`src/rtl/arith_pkg.sv`:
```
// Shared arithmetic package for the serial divider.
// Contents:
//   div_state_t     FSM state encoding {IDLE, RUN, DONE}
//   DIV_DW, DIV_VW  default dividend/quotient and divisor/remainder widths
package arith_pkg;

    typedef enum logic [1:0] {
        IDLE = 2'd0,
        RUN  = 2'd1,
        DONE = 2'd2
    } div_state_t;

    localparam int DIV_DW = 16;
    localparam int DIV_VW = 8;

endpackage

```
`src/rtl/serialdiv_if.sv`:
```
// Handshake and operand/result bundle for the serial divider.
// Signals:
//   start  request pulse, sampled by the divider only while idle
//   a, b   dividend (DW) and divisor (VW), sampled with start
//   busy   high while an operation is running or finishing
//   done   one-cycle completion pulse
//   q, r   quotient (DW) and remainder (VW), held until the next accepted start
//   dz     divide-by-zero flag, held like q
// Modports: master drives the request, slave (the divider) drives results.
interface serialdiv_if
    import arith_pkg::*;
#(
    parameter int DW = DIV_DW,
    parameter int VW = DIV_VW
);
    logic          start;
    logic [DW-1:0] a;
    logic [VW-1:0] b;
    logic          busy;
    logic          done;
    logic [DW-1:0] q;
    logic [VW-1:0] r;
    logic          dz;

    modport master (
        output start, a, b,
        input  busy, done, q, r, dz
    );

    modport slave (
        input  start, a, b,
        output busy, done, q, r, dz
    );
endinterface

```
`src/rtl/divstep.sv`:
```
// One combinational restoring-division step.
// Ports:
//   pr_i    incoming partial remainder (VW bits, always < d_i)
//   din_i   next dividend bit, shifted into the remainder LSB
//   d_i     divisor
//   pr_o    next partial remainder
//   qbit_o  quotient bit produced by this step
// Usable stand-alone as one row of an unrolled divider.
module divstep #(
    parameter int VW = 8
) (
    input  logic [VW-1:0] pr_i,
    input  logic          din_i,
    input  logic [VW-1:0] d_i,
    output logic [VW-1:0] pr_o,
    output logic          qbit_o
);
    // The shifted remainder needs VW+1 bits so the compare cannot overflow.
    logic [VW:0] t;

    assign t      = {pr_i, din_i};
    assign qbit_o = (t >= {1'b0, d_i});
    // When t >= d the true difference is < d, so it fits in VW bits and the
    // modulo-2^VW subtraction of the low bits yields it exactly.
    assign pr_o   = qbit_o ? (t[VW-1:0] - d_i) : t[VW-1:0];
endmodule

```
`src/rtl/serialdiv.sv`:
```
// Sequential restoring divider, one quotient bit per clock, MSB first.
// Ports:
//   clk    rising-edge clock
//   rst_n  synchronous active-low reset; aborts any operation in flight
//   bus    serialdiv_if slave: start/a/b in, busy/done/q/r/dz out
// Latency start->done is DW+1 cycles for b != 0 and 1 cycle for b == 0.
// Every output comes straight from a register.
module serialdiv
    import arith_pkg::*;
#(
    parameter int DW = DIV_DW,
    parameter int VW = DIV_VW
) (
    input  logic        clk,
    input  logic        rst_n,
    serialdiv_if.slave  bus
);
    localparam int CW = $clog2(DW);

    div_state_t    state_q;
    logic [DW-1:0] dv_q;
    logic [VW-1:0] d_q;
    logic [VW-1:0] pr_q;
    logic [CW-1:0] cnt_q;
    logic [DW-1:0] q_q;
    logic [VW-1:0] r_q;
    logic          dz_q;
    logic          busy_q;
    logic          done_q;

    logic [VW-1:0] pr_d;
    logic          qbit_d;
    logic [DW-1:0] dv_d;

    divstep #(.VW(VW)) u_step (
        .pr_i   (pr_q),
        .din_i  (dv_q[DW-1]),
        .d_i    (d_q),
        .pr_o   (pr_d),
        .qbit_o (qbit_d)
    );

    // Quotient bits enter at the LSB as dividend bits leave at the MSB, so
    // after DW steps dv holds the complete quotient.
    assign dv_d = {dv_q[DW-2:0], qbit_d};

    always_ff @(posedge clk) begin
        if (!rst_n) begin
            state_q <= IDLE;
            dv_q    <= '0;
            d_q     <= '0;
            pr_q    <= '0;
            cnt_q   <= '0;
            q_q     <= '0;
            r_q     <= '0;
            dz_q    <= 1'b0;
            busy_q  <= 1'b0;
            done_q  <= 1'b0;
        end else begin
            case (state_q)
                IDLE: begin
                    done_q <= 1'b0;
                    busy_q <= 1'b0;
                    if (bus.start) begin
                        busy_q <= 1'b1;
                        if (bus.b != '0) begin
                            dv_q    <= bus.a;
                            d_q     <= bus.b;
                            pr_q    <= '0;
                            cnt_q   <= '0;
                            q_q     <= '0;
                            r_q     <= '0;
                            dz_q    <= 1'b0;
                            state_q <= RUN;
                        end else begin
                            q_q     <= '1;
                            r_q     <= '0;
                            dz_q    <= 1'b1;
                            state_q <= DONE;
                        end
                    end
                end
                RUN: begin
                    pr_q  <= pr_d;
                    dv_q  <= dv_d;
                    cnt_q <= cnt_q + 1'b1;
                    if (cnt_q == CW'(DW - 1)) begin
                        q_q     <= dv_d;
                        r_q     <= pr_d;
                        state_q <= DONE;
                    end
                end
                DONE: begin
                    // busy stays high through the done cycle and drops with it.
                    done_q  <= 1'b1;
                    state_q <= IDLE;
                end
                default: begin
                    state_q <= IDLE;
                end
            endcase
        end
    end

    assign bus.busy = busy_q;
    assign bus.done = done_q;
    assign bus.q    = q_q;
    assign bus.r    = r_q;
    assign bus.dz   = dz_q;
endmodule

```
`src/flat_wrapper.sv`:
```
// flat-port wrapper written by rule: the top's interface ports become plain ports
module serialdiv_flat import arith_pkg::*;
#(
    parameter int DW = DIV_DW,
    parameter int VW = DIV_VW
)
  (clk, rst_n, bus_start, bus_a, bus_b, bus_busy, bus_done, bus_q, bus_r, bus_dz);
  serialdiv_if #(.DW(DW), .VW(VW)) bus_i ();
  input  logic clk;
  input  logic rst_n;
  input wire logic [$bits(bus_i.start)-1:0] bus_start;
  input wire logic [$bits(bus_i.a)-1:0] bus_a;
  input wire logic [$bits(bus_i.b)-1:0] bus_b;
  output wire logic [$bits(bus_i.busy)-1:0] bus_busy;
  output wire logic [$bits(bus_i.done)-1:0] bus_done;
  output wire logic [$bits(bus_i.q)-1:0] bus_q;
  output wire logic [$bits(bus_i.r)-1:0] bus_r;
  output wire logic [$bits(bus_i.dz)-1:0] bus_dz;
  assign bus_i.start = bus_start;
  assign bus_i.a = bus_a;
  assign bus_i.b = bus_b;
  assign bus_busy = bus_i.busy;
  assign bus_done = bus_i.done;
  assign bus_q = bus_i.q;
  assign bus_r = bus_i.r;
  assign bus_dz = bus_i.dz;
  serialdiv #(.DW(DW), .VW(VW)) u_core (.clk(clk), .rst_n(rst_n), .bus(bus_i));
endmodule
```
`config.mk`:
```
export PLATFORM = sky130hd
export DESIGN_NAME = serialdiv_flat
export DESIGN_NICKNAME = d
export VERILOG_FILES = /design/src/rtl/arith_pkg.sv /design/src/rtl/serialdiv_if.sv /design/src/rtl/divstep.sv /design/src/rtl/serialdiv.sv /design/src/flat_wrapper.sv
export SDC_FILE = /design/constraint.sdc
export NUM_CORES = 1
export LEC_CHECK = 0
export ABC_CLOCK_PERIOD_IN_PS = 3100
export CAP_MARGIN = 20
export CORE_MARGIN = 2
export CORE_UTILIZATION = 40
export CTS_BUF_LIST = sky130_fd_sc_hd__clkbuf_2 sky130_fd_sc_hd__clkbuf_4 sky130_fd_sc_hd__clkbuf_8
export DETAILED_ROUTE_END_ITERATION = 8
export GPL_ROUTABILITY_DRIVEN = 0
export GPL_TIMING_DRIVEN = 0
export PLACE_DENSITY_LB_ADDON = 0.05
export SLEW_MARGIN = 0
export SYNTH_ARGS = -nofsm -noshare
export SYNTH_HDL_FRONTEND = slang
export SYNTH_SLANG_ARGS = --single-unit
```
`constraint.sdc`:
```
create_clock -name clk -period 3.1 [get_ports clk]
set_input_delay 0.62 -clock clk [delete_from_list [all_inputs] [get_ports clk]]
set_output_delay 0.62 -clock clk [all_outputs]
set_load 0.02 [all_outputs]
```
== Yosys cells after proc, flatten, opt, wreduce, memory -nomap -nowiden ==
Index checks and enable logic that the tools add are counted.

* Input port bits: 27
* Latch bits: 0
* Bits in registers: 65
* Memories: 0
* Bits in writable memories: 0
* Logic and storage cells: 52
* Bits in read-only memories: 0

* Order comparisons: 1
* Add/sub/neg operators: 2
* Divide/modulo/power cells: 0
* Eq/ne operators: 6
* Bitwise operators: 0
* Mux-type cells: 24
* Reductions and logical operators: 9
* $mul: 0
* Shifts and indexed selects: 0

{| class="wikitable"
|+ Operators by type and width
! operator !! number
|-
| $mux W16 || 5
|-
| $pmux W16 S2 || 2
|-
| $mux W8 || 5
|-
| $pmux W8 S2 || 2
|-
| $ge A9 B8 Y1 || 1
|-
| $reduce_and A3 Y1 || 3
|-
| $mux W4 || 2
|-
| $pmux W4 S2 || 1
|-
| $reduce_bool A8 Y1 || 1
|-
| $sub A8 B8 Y8 || 1
|-
| $mux W2 || 3
|-
| $add A4 B1 Y4 const B || 1
|-
| $eq A4 B4 Y1 const B || 1
|-
| $ne A2 B1 Y1 const B || 2
|-
| $pmux W2 S2 || 1
|-
| $reduce_and A2 Y1 || 2
|-
| $reduce_bool A2 Y1 || 2
|-
| $eq A2 B1 Y1 const B || 1
|-
| $eq A2 B2 Y1 const B || 1
|-
| $logic_not A2 Y1 || 1
|-
| $mux W1 || 2
|-
| $ne A2 B2 Y1 const B || 1
|-
| $pmux W1 S2 || 1
|}

== Depth between registers and ports, before layout ==
* Depth in word-level cells: 4
* Mapped depth: 8
* Gate-level depth less buffers: 8

== Cells and area by module ==
Synthesis repeated with hierarchy kept, for this count alone.

* Cells, all modules: 357
* Area total of the unflattened synthesis: 3036.7 µm²

{| class="wikitable"
|+ Modules (own cells, without submodules)
! module !! cells an instance !! times used !! area an instance (µm²)
|-
| serialdiv || 291 || 1 || 2497.4
|-
| divstep || 66 || 1 || 539.3
|}

== Worst setup path before layout ==
No wires, ideal clock.

* Path kind: input -> register
* Start point: in bus_b[7]
* End point: reg u_core.dv_q[12]
* Data arrival time: 1.742 ns
* Stages: 7
* Setup slack: 1.230 ns
* Data required time: 2.972 ns
* Cell sequence: nor4_4 -> nand2_2 -> and2_1 -> buf_6 -> buf_6 -> a222oi_1 -> nor2_1

* Cells in the longest elaborated chain, start to end: 3

{| class="wikitable"
|+ Ends and longest elaborated chain
! element !! line !! source
|-
| start: declaration || flat_wrapper.sv:13 || <nowiki>input wire logic [$bits(bus_i.b)-1:0] bus_b;</nowiki>
|-
| $reduce_bool A8 Y1 || serialdiv.sv:66 || <nowiki>if (bus.b != '0) begin</nowiki>
|-
| $ne A2 B1 Y1 (no source line) || n/a ||
|-
| $reduce_and A3 Y1 (no source line) || n/a ||
|-
| end signal: assignment || serialdiv.sv:67 || <nowiki>dv_q <= bus.a;</nowiki>
|-
| end signal: assignment || serialdiv.sv:85 || <nowiki>dv_q <= dv_d;</nowiki>
|-
| end: declaration || serialdiv.sv:21 || <nowiki>logic [DW-1:0] dv_q;</nowiki>
|}

No other way between the ends.
A chain may end at the register's enable or synchronous reset.

== Worst setup path after layout ==
* Start point: in bus_b[3]
* End point: reg u_core.pr_q[2]

* Cells in the longest elaborated chain, start to end: 3

{| class="wikitable"
|+ Ends and longest elaborated chain
! element !! line !! source
|-
| $reduce_bool A8 Y1 || serialdiv.sv:66 ||
|-
| $ne A2 B1 Y1 (no source line) || n/a ||
|-
| $reduce_and A3 Y1 (no source line) || n/a ||
|-
| end signal: assignment || serialdiv.sv:84 || <nowiki>pr_q <= pr_d;</nowiki>
|-
| end: declaration || serialdiv.sv:23 || <nowiki>logic [VW-1:0] pr_q;</nowiki>
|}

No other way between the ends.

==> flow_summary.ini <==
[status]
status = finished clean

[yosys]
yosysWarningCount = 0
synthCells = 375
avgSynthCellArea_um2 = 8.28
syn_area_um2 = 3100
ys_async_sr_fraction = 0
ys_ff_latch = 65
synth_edf_count = 0
syn-num-nets = 412
yosysUniqueCellTypes = 46
yosysSeqAreaShare = 0.419
synthFlopType = dfxtp_1

[clock_network]
clk_pin_slew_ns = 0.07
insertion_delay_ns = 0.34
cts_buffer_depth = 2
root_buffer = clkbuf_8
numClockSinks = 65
h-tree-depth = 3
cts_buffers = 9
holdBufCountCts = 0
cts_setup_buffers = 0
ctsResizeCount = 0
cts_tree = built

[worst_setup_path]
endpoint = u_core.pr_q[2]$_SDFFE_PN0P_
worstPathMaxFanout = 7
critPathRequiredTime_ns = 3.39
worstPathArrival_ns = 2.51
cp-start-kind = input port
cp-end-kind = flip-flop
timing.rr.start = u_core.pr_q[4]$_SDFFE_PN0P_
cp-startpoint = bus_b[3]
rrSetupSlack_ns = 0.94
rr_worst_depth = 7
r2r_end = u_core.bus.r[1]$_SDFFE_PN0P_
path_class = input port to flip-flop

[finish]
antenna_cells = 0
final_cell_mix = dfxtp_1, nand2_1, clkdlybuf4s50_1
layout-area-overhead-vs-synth_pct = 28.8
instances_no_fill = 545
final_common_cell = dfxtp_1
final_layout_size_suffix_gt1_frac = 0.0835
fin_nets = 475

[power]
p_per_area_nw_per_um2 = 638
leakagePower_uw = 0.00148
total_power_uw = 2550
irDropWorstVdd_uv = 265

[grt]
grt_usage = 0.204
grt_max_degree = 13
antenna_found_initial = 0
grt_pass1_wl_um = 13500
first_global_vias = 2687
overflow = 0

[detailed_routing]
drt.antenna.violating_nets = 0
drc_errors = 0
firstDrtPassIters = 5
post_drt_wl_per_cell_um = 15.2
drt-total-wl_um = 8310
first_iter_violations = 212
avgViaCountPerCell = 5.37
via_count = 2925

[floorplan]
dieArea_um2 = 8480
core_area_um2 = 7610
start_util = 0.408
die_w_um = 92.1
row_count = 32
io_pins = 54
chipHeight_um = 92.1

[sta]
fin_setup_tns_ns = 0
fmax_mhz = 449
rsz0062_at_grt = false
clock_skew_ns = 0.00748
worst_pin_slew_ns = 0.646
min_period_ns = 2.23
timing.final.crit_share = 0.719
setup_viol = 0
max_slew_margin = 0.569
slew_violations = 0
setup_ws_ns = 0.872
hold_slack_ns = 0.456
hold_violations = 0

[hold_path]
hold_class = flip-flop to flip-flop

[placement]
io_buffers = 52
dpl.hpwl_um = 6150
placed_cells = 529
place_ws_ns = 0.498

[run]
max_cap_violations = 0
-- synth_stat cells (all sizes together), types with 2 or more instances --
library cell / number / area (µm²)
a211oi: 5 / 37.5
a21boi: 2 / 15.0
a21oi: 31 / 159
a221o: 2 / 20.0
a222oi: 13 / 130
a22oi: 3 / 22.5
a32oi: 2 / 17.5
and2: 3 / 18.8
buf: 12 / 76.3
clkbuf: 11 / 41.3
dfxtp: 65 / 1300
ha: 9 / 113
inv: 17 / 63.8
mux2i: 4 / 40.0
nand2: 58 / 223
nand2b: 8 / 50.1
nand3: 9 / 45.0
nand4: 3 / 18.8
nor2: 41 / 154
nor2b: 2 / 12.5
nor3: 5 / 25.0
nor3b: 2 / 15.0
nor4: 3 / 48.8
o211ai: 12 / 90.1
o21a: 3 / 22.5
o21ai: 27 / 139
o22ai: 3 / 18.8
o31ai: 4 / 30.0
or3: 3 / 18.8
xor2: 4 / 35.0
-- cell families after synthesis --
kind of cell             count (synthesis)  synth area share
AND/OR/NAND/NOR                        137             0.203
multiplexers                             5            0.0165
adder cells (fa/ha/maj)                 10            0.0427
AO/OA/AOI/OAI                          114             0.249
buffers and inverters                   40            0.0584
flip-flops                              65             0.419
XOR/XNOR                                 4            0.0113
-- layout make-up --
class	count	area, µm²
clock inverter	6	115
buffer	23	118
clock buffer	10	131
timing repair buffer	52	520
multi-input combinational	270	1620
sequential	65	1300
tap	102	128
inverter	17	63.8
fill	747	3610
-- routing by layer --
metal  global-route usage  part of all wire
met1                0.317              0.52
met3               0.0427             0.054
met4               0.0622            0.0089
met5                    0                 0
met2                0.277              0.41
-- worst max-delay path: stages --
cell and delay, ns:
clkdlybuf4s50_1 0.46, nor4_4 0.37, nand2_2 0.16, a311oi_2 0.64
a221o_1 0.26
-- sequential cells by signal, summed over array words and instances (netlist names), 2 cells and up --
signal,cells
u_core.bus.r,8
u_core.cnt_q,4
u_core.state_q,2
u_core.bus.q,16
u_core.d_q,8
u_core.pr_q,8
u_core.dv_q,16
-- report_power, final --
part | internal, µW | switching [µW] | total (µW)
clock network | 547 | 345 | 892
logic | 278 | 438 | 716
registers | 896 | 47.4 | 943
total | 1720 | 830 | 2550
-- through the flow --
stage / utilization / area [µm²]
2_1_floorplan: - / 3100
3_3_place_gp: 0.493 / 3750
6_report: 0.526 / 4000
4_1_cts: 0.526 / 4000
5_1_grt: 0.526 / 4000
3_5_place_dp: 0.493 / 3750
-- worst min-delay path by stage --
stage / depth (start not counted) / slack [ns] / from / end
floorplan: 2 / 0.43 / u_core.pr_q[7]$_SDFFE_PN0P_ / u_core.pr_q[7]$_SDFFE_PN0P_
global placement: 2 / 0.44 / u_core.bus.r[7]$_SDFFE_PN0P_ / u_core.bus.r[7]$_SDFFE_PN0P_
detailed placement: 2 / 0.45 / u_core.d_q[3]$_SDFFE_PN0P_ / u_core.d_q[3]$_SDFFE_PN0P_
CTS: 2 / 0.46 / u_core.d_q[3]$_SDFFE_PN0P_ / u_core.d_q[3]$_SDFFE_PN0P_
global route: 2 / 0.48 / u_core.d_q[3]$_SDFFE_PN0P_ / u_core.d_q[3]$_SDFFE_PN0P_
finish: 2 / 0.46 / u_core.d_q[4]$_SDFFE_PN0P_ / u_core.d_q[4]$_SDFFE_PN0P_
No activity file was read; power rests on OpenSTA's default activity.
